## src/rtl/chess_pkg.sv

```systemverilog
`default_nettype none
// ============================================================================
//  Module   : chess_pkg
//  Brief    : Shared figure codes, FSM states, board type and start position
//             for the chess move controller.
//  Revision : 1.0 - initial release
// ============================================================================
package chess_pkg;

  // Figure codes: white 1..6, black 7..12 in the same piece order.
  typedef enum logic [3:0] {
    FIG_EMPTY   = 4'd0,
    FIG_WPAWN   = 4'd1,
    FIG_WBISHOP = 4'd2,
    FIG_WKNIGHT = 4'd3,
    FIG_WROOK   = 4'd4,
    FIG_WQUEEN  = 4'd5,
    FIG_WKING   = 4'd6,
    FIG_BPAWN   = 4'd7,
    FIG_BBISHOP = 4'd8,
    FIG_BKNIGHT = 4'd9,
    FIG_BROOK   = 4'd10,
    FIG_BQUEEN  = 4'd11,
    FIG_BKING   = 4'd12
  } fig_t;

  typedef enum logic [2:0] {
    ST_IDLE     = 3'd0,
    ST_LOOKUP   = 3'd1,
    ST_SELECTED = 3'd2,
    ST_EXEC     = 3'd3,
    ST_CASTLE   = 3'd4
  } state_t;

  // board[row][col], row 0 is the black back rank.
  typedef logic [7:0][7:0][3:0] board_t;

  function automatic logic is_white(input logic [3:0] code);
    return (code >= FIG_WPAWN) && (code <= FIG_WKING);
  endfunction

  function automatic logic is_black(input logic [3:0] code);
    return (code >= FIG_BPAWN) && (code <= FIG_BKING);
  endfunction

  // Packed rows are written col7 first, so they read mirrored here.
  function automatic board_t init_board();
    board_t b;
    b    = '0;
    b[0] = {4'hA, 4'h9, 4'h8, 4'hC, 4'hB, 4'h8, 4'h9, 4'hA};
    b[1] = {8{4'h7}};
    b[6] = {8{4'h1}};
    b[7] = {4'h4, 4'h3, 4'h2, 4'h6, 4'h5, 4'h2, 4'h3, 4'h4};
    return b;
  endfunction

  localparam board_t INIT_BOARD = init_board();

endpackage
`default_nettype wire

```

## src/rtl/chess_board_reg.sv

```systemverilog
`default_nettype none
// ============================================================================
//  Module   : chess_board_reg
//  Brief    : 64 x 4-bit board register file, resets to the start position,
//             two synchronous write ports (B wins on clash), full parallel read.
//  Revision : 1.0 - initial release
// ============================================================================
module chess_board_reg
  import chess_pkg::*;
(
  input  logic       clk,
  input  logic       rst,
  input  logic       we_a,
  input  logic [5:0] addr_a,
  input  logic [3:0] data_a,
  input  logic       we_b,
  input  logic [5:0] addr_b,
  input  logic [3:0] data_b,
  output board_t     board
);

  // Board storage; port B is written last so it overrides port A on the same square.
  always_ff @(posedge clk) begin
    if (rst) begin
      board <= INIT_BOARD;
    end else begin
      if (we_a) board[addr_a[5:3]][addr_a[2:0]] <= data_a;
      if (we_b) board[addr_b[5:3]][addr_b[2:0]] <= data_b;
    end
  end

endmodule
`default_nettype wire

```

## src/rtl/move_controller.sv

```systemverilog
`default_nettype none
// ============================================================================
//  Module   : move_controller
//  Brief    : Click-driven selection / move execution around figure_move_logic,
//             including promotion and castling rook relocation.
//  Revision : 1.0 - initial release
// ============================================================================
module move_controller
  import chess_pkg::*;
#(
  parameter int MASK_LATENCY = 2
) (
  input  logic        clk,
  input  logic        rst,
  input  logic        click_valid,
  input  logic [5:0]  click_pos,
  input  logic [63:0] possible_moves,
  output board_t      board,
  output logic [3:0]  selected_figure,
  output logic [5:0]  position,
  output logic [63:0] highlight,
  output logic        turn,
  output logic        move_done,
  output logic        illegal
);

  localparam int CNT_W = (MASK_LATENCY < 2) ? 1 : $clog2(MASK_LATENCY);
  localparam logic [CNT_W-1:0] CNT_LAST = CNT_W'(MASK_LATENCY - 1);

  state_t           state, state_n;
  logic [5:0]       src, src_n, dst, dst_n;
  logic [3:0]       fig, fig_n;
  logic [63:0]      moves_q, moves_n;
  logic [CNT_W-1:0] cnt, cnt_n;
  logic             turn_n, done_n, illegal_n;

  logic             we_a, we_b;
  logic [5:0]       addr_a, addr_b;
  logic [3:0]       data_a, data_b;

  logic [3:0]       click_fig;
  logic             click_own;
  logic [3:0]       placed_fig;
  logic             is_castle;
  logic [5:0]       rook_from, rook_to;
  logic [3:0]       rook_fig;

  chess_board_reg u_board (
    .clk    (clk),
    .rst    (rst),
    .we_a   (we_a),
    .addr_a (addr_a),
    .data_a (data_a),
    .we_b   (we_b),
    .addr_b (addr_b),
    .data_b (data_b),
    .board  (board)
  );

  // Promotion and castling decode from the latched move.
  always_comb begin
    click_fig  = board[click_pos[5:3]][click_pos[2:0]];
    click_own  = turn ? is_black(click_fig) : is_white(click_fig);
    placed_fig = fig;
    if (fig == FIG_WPAWN && dst[5:3] == 3'd0) placed_fig = FIG_WQUEEN;
    if (fig == FIG_BPAWN && dst[5:3] == 3'd7) placed_fig = FIG_BQUEEN;
    is_castle = 1'b0;
    rook_from = 6'd0;
    rook_to   = 6'd0;
    rook_fig  = (fig == FIG_WKING) ? FIG_WROOK : FIG_BROOK;
    if (fig == FIG_WKING && src == 6'd60) begin
      if (dst == 6'd62) begin is_castle = 1'b1; rook_from = 6'd63; rook_to = 6'd61; end
      if (dst == 6'd58) begin is_castle = 1'b1; rook_from = 6'd56; rook_to = 6'd59; end
    end
    if (fig == FIG_BKING && src == 6'd4) begin
      if (dst == 6'd6) begin is_castle = 1'b1; rook_from = 6'd7; rook_to = 6'd5; end
      if (dst == 6'd2) begin is_castle = 1'b1; rook_from = 6'd0; rook_to = 6'd3; end
    end
  end

  // Next-state logic and board write control.
  always_comb begin
    state_n   = state;
    src_n     = src;
    dst_n     = dst;
    fig_n     = fig;
    moves_n   = moves_q;
    cnt_n     = cnt;
    turn_n    = turn;
    done_n    = 1'b0;
    illegal_n = 1'b0;
    we_a      = 1'b0;
    addr_a    = src;
    data_a    = FIG_EMPTY;
    we_b      = 1'b0;
    addr_b    = dst;
    data_b    = placed_fig;
    case (state)
      ST_IDLE: begin
        if (click_valid && click_own) begin
          src_n   = click_pos;
          fig_n   = click_fig;
          cnt_n   = '0;
          state_n = ST_LOOKUP;
        end
      end
      ST_LOOKUP: begin
        cnt_n = cnt + 1'b1;
        if (cnt == CNT_LAST) begin
          moves_n = possible_moves;
          state_n = ST_SELECTED;
        end
      end
      ST_SELECTED: begin
        if (click_valid) begin
          if (click_pos == src) begin
            state_n = ST_IDLE;
          end else if (click_own) begin
            src_n   = click_pos;
            fig_n   = click_fig;
            cnt_n   = '0;
            state_n = ST_LOOKUP;
          end else if (moves_q[click_pos]) begin
            dst_n   = click_pos;
            state_n = ST_EXEC;
          end else begin
            illegal_n = 1'b1;
          end
        end
      end
      ST_EXEC: begin
        we_a = 1'b1;
        we_b = 1'b1;
        if (is_castle) begin
          state_n = ST_CASTLE;
        end else begin
          turn_n  = ~turn;
          done_n  = 1'b1;
          state_n = ST_IDLE;
        end
      end
      ST_CASTLE: begin
        we_a    = 1'b1;
        addr_a  = rook_from;
        we_b    = 1'b1;
        addr_b  = rook_to;
        data_b  = rook_fig;
        turn_n  = ~turn;
        done_n  = 1'b1;
        state_n = ST_IDLE;
      end
      default: state_n = ST_IDLE;
    endcase
  end

  // Controller state registers.
  always_ff @(posedge clk) begin
    if (rst) begin
      state     <= ST_IDLE;
      src       <= '0;
      dst       <= '0;
      fig       <= '0;
      moves_q   <= '0;
      cnt       <= '0;
      turn      <= 1'b0;
      move_done <= 1'b0;
      illegal   <= 1'b0;
    end else begin
      state     <= state_n;
      src       <= src_n;
      dst       <= dst_n;
      fig       <= fig_n;
      moves_q   <= moves_n;
      cnt       <= cnt_n;
      turn      <= turn_n;
      move_done <= done_n;
      illegal   <= illegal_n;
    end
  end

  // Selection view: figure only while something is selected, position holds.
  always_comb begin
    selected_figure = (state == ST_IDLE) ? 4'd0 : fig;
    position        = src;
    highlight       = (state == ST_SELECTED) ? moves_q : 64'd0;
  end

endmodule
`default_nettype wire

```

## config.mk

```make
export PLATFORM = sky130hd
export DESIGN_NAME = move_controller
export DESIGN_NICKNAME = d
export VERILOG_FILES = /design/src/rtl/chess_pkg.sv /design/src/rtl/chess_board_reg.sv /design/src/rtl/move_controller.sv
export SDC_FILE = /design/constraint.sdc
export NUM_CORES = 1
export LEC_CHECK = 0
export BUFFER_PORTS_ARGS = -buffer_cell sky130_fd_sc_hd__buf_2
export CAP_MARGIN = 5
export CORE_AREA = 5 5 277 279
export DETAILED_ROUTE_END_ITERATION = 12
export DIE_AREA = 0 0 282 284
export PLACE_DENSITY_LB_ADDON = 0.3
export SLEW_MARGIN = 20
export SYNTH_ARGS = -nofsm -noshare
export SYNTH_HDL_FRONTEND = slang
export SYNTH_HIERARCHICAL = 1
export SYNTH_SLANG_ARGS = --single-unit
```

## constraint.sdc

```tcl
create_clock -name clk -period 3.5 [get_ports clk]
set_input_delay 0.7 -clock clk [delete_from_list [all_inputs] [get_ports clk]]
set_output_delay 0.7 -clock clk [all_outputs]
set_load 0.02 [all_outputs]
```

==> run summary <==
root buf cell: clkbuf_16
Synth cell types: 77
Via density: 5.71
worst reg2reg path depth: 9
Setup Skew: 0.0264 ns
Finished Cell Area: 0.0243 mm²
Hold WC Path Type: in -> reg
most used cell, CP: buf_4
Tot GR Track Use: 0.257
crit-path leading delay family: simple AND/OR/NAND/NOR gates
YS warnings: 6
Final Hold Viols: 0
post-DP HPWL: 81300 µm
placed instance count: 3678
hold_ws: 0.360 ns
die width: 282 µm
crit path buf inv count: 2
slowest CP cell: and4b_1
synthesis-to-layout area growth: 27.6%
CP endpoint kind: register
total of max-cap violations: 0
reg-to-reg startpoint: dst[3]$_SDFFE_PP0P_
Final min period: 3.36 ns
Hold Path Cell Cnt: 3
register bit total from synthesis: 343
dpl ws: -0.277 ns
Residual DRC: 0
PD cells: 425 mW/mm²
share of layout cells above drive strength 1: 0.270
vias in the first global route: 19.6k
startpoint types: register
First-pass DRT Iterations: 7
initial antenna violation count: 4
Final Non-Filler Cells: 3757
total setup buffers inserted after CTS: 0
CTS Buf Count: 43
CTS tree: built
Avg Inst Size Synth: 8.05 µm²
placed inst area: 0.0229 mm²
Clock Sinks: 343
largest net degree at the start of global routing: 113
DRT iter0 DRCs: 2873
Crit Path Class: reg -> reg
vias: 21.4k
final WL: 109000 µm
fin. max-slew vios: 0
hold_sp: possible_moves[56]
post-synthesis sequential area ratio: 0.360
EDFF count, synth: 0
Hold Path Sink: moves_q[56]$_SDFFE_PP0P_
Post-synth ARST share: 0
die height: 284 µm
ys flop type: dfxtp_1
worst-skew pair later-pin latency: 0.60 ns
Post-Syn Area: 0.0191 mm²
fin crit share: 0.961
Worst EP arrival: 3.84 ns
clock-pin slew on the worst setup and hold paths: 0.06 ns
Pleak: 0.00967 µW
I/O Buffers: 405
final setup margin: 0.138 ns
max incr delay on CP: 0.66 ns
reg2reg end: u_board/board[111]$_SDFF_PP0_
r2r setup slk: 0.14 ns
first-pass GRT wire length: 150000 µm
Overflow after GRT: 0
Gate Count Post-Synth: 2368
clk buf depth: 3
maximum fanout along the worst path: 16
highest clock rate: 297 MHz
num ports: 406
Final ANT Viol Nets: 0
RSZ-0062 raised after global routing: false
RD Place Congestion: 1.02
htree depth: 2
core area: 0.0739 mm²
worst path required time: 3.98 ns
per-cell routed wire length: 28.9 µm
Slew @ Worst Pin: 0.859 ns
Initial Util: 0.258
full die area: 0.0801 mm²
nets: 2827
outcome: finished clean
final setup fails: 0
worst path cell trace: or4_1 > nor4b_1 > o21ai_0 > buf_4 > o31ai_2 > buf_4 > and4b_1 > nand2_1 > a311oi_1
worst relative slew slack: 0.422
number of cell rows: 100
maximum vdd drop: 0.000281 V
tightest hold or removal path, stage by stage:
cell and delay (ns):
buf_2 0.10, nand2_1 0.05, a21oi_1 0.05
worst max-delay path by stage:
| stage | startpoint | end | slack [ns] | cells past startpoint |
|---|---|---|---|---|
| global route | dst[3]$_SDFFE_PP0P_ | u_board/board[141]$_SDFF_PP0_ | 0.00009 | 9 |
| floorplan | click_pos[3] | dst[5]$_SDFFE_PP0P_ | 0.18 | 10 |
| global placement | click_pos[3] | fig[3]$_SDFFE_PP0P_ | -0.25 | 10 |
| finish | dst[3]$_SDFFE_PP0P_ | u_board/board[111]$_SDFF_PP0_ | 0.14 | 9 |
| detailed placement | click_pos[3] | fig[0]$_SDFFE_PP0P_ | -0.28 | 10 |
| CTS | dst[3]$_SDFFE_PP0P_ | u_board/board[233]$_SDFF_PP1_ | 0.19 | 10 |
area by class of cell:
class / instances / area (µm²)
diodes: 3 / 7.51
clock buffers: 65 / 1270
clock inverters: 11 / 176
fillers: 7893 / 49600
inverters: 9 / 33.8
multi-input cells: 1804 / 11300
flip-flops and latches: 343 / 6870
well taps: 969 / 1210
repair buffers: 553 / 3450
timing repair:
action,CTS,global route
hold buffers,0,0
endpoints found under the setup margin,0,41
resized for setup,0,4
endpoints found under the hold margin,0,0
power breakdown:
group | internal (µW) | switching (µW)
Clock | 2800 | 1890
Sequential | 3980 | 88.0
Combinational | 497 | 1090
metal layers:
layer	vias to the layer above	part of all wire	GRT usage
li1	9417	-	-
met1	10298	0.39	0.338
met2	1485	0.44	0.399
met3	236	0.11	0.0629
met4	4	0.054	0.112
met5	-	0.00025	0
flip-flops by register name, indices dropped and copies added (netlist names):
| name | count |
|---|---|
| illegal | 1 |
| fig | 4 |
| turn | 1 |
| u_board/board | 256 |
| moves_q | 64 |
| position | 6 |
| move_done | 1 |
| dst | 6 |
| state | 3 |
| cnt | 1 |
cell usage after synthesis, types with 8 or more instances:
cell / n / area, µm²
a211oi_1: 19 / 143
a221oi_1: 53 / 464
nand3_1: 204 / 1020
mux2i_1: 24 / 240
clkbuf_1: 170 / 638
nand4_1: 8 / 50.1
and3_1: 9 / 56.3
nor3_1: 14 / 70.1
and2_1: 71 / 444
inv_1: 9 / 33.8
o21ai_0: 63 / 315
buf_2: 29 / 145
nor2_1: 317 / 1190
nor3b_1: 9 / 67.6
mux4_2: 84 / 1890
nor2b_1: 15 / 93.8
dfxtp_1: 343 / 6870
a311oi_1: 195 / 1710
buf_1: 13 / 48.8
nand2_1: 487 / 1830
a21oi_1: 72 / 360
nand2b_1: 26 / 163
through the flow:
stage	power [µW]	util	setup TNS [ns]
after CTS	10300	0.329	0
after floorplan	5020	-	0
final	10300	0.329	0
after global placement	5670	0.309	-3.51
after detailed placement	5670	0.309	-3.83
after global routing	10700	0.329	0
cells by family (layout without fill, tap and decap cells):
family / count (synthesis) / in the layout / synth area share
buffers and inverters: 236 / 638 / 0.0531
AND/OR/NAND/NOR: 1225 / 1225 / 0.293
other: 1 / 19 / 0.000197
multiplexers: 113 / 113 / 0.115
AO/OA/AOI/OAI: 443 / 443 / 0.175
XOR/XNOR: 7 / 7 / 0.00322
flip-flops: 343 / 343 / 0.360
layout by cell type (no fill, tap or decap), types with 6 or more instances in the layout:
| cell type | instances |
|---|---|
| clkbuf_1 | 11 |
| clkbuf_16 | 43 |
| nand2b_1 | 26 |
| a21oi_1 | 72 |
| buf_2 | 402 |
| and3_1 | 8 |
| a311oi_1 | 195 |
| nand4_1 | 8 |
| nor3_1 | 14 |
| nand3_1 | 204 |
| nor3b_1 | 7 |
| conb_1 | 16 |
| a221oi_1 | 53 |
| nor2_1 | 315 |
| buf_4 | 126 |
| a211oi_1 | 19 |
| mux2i_1 | 24 |
| and4_1 | 6 |
| and2_1 | 71 |
| o21ai_0 | 61 |
| mux4_2 | 84 |
| dfxtp_1 | 343 |
| inv_1 | 9 |
| clkbuf_8 | 12 |
| nor2b_1 | 15 |
| nand2_1 | 484 |
| buf_12 | 24 |
No activity file was read; power rests on OpenSTA's default activity.
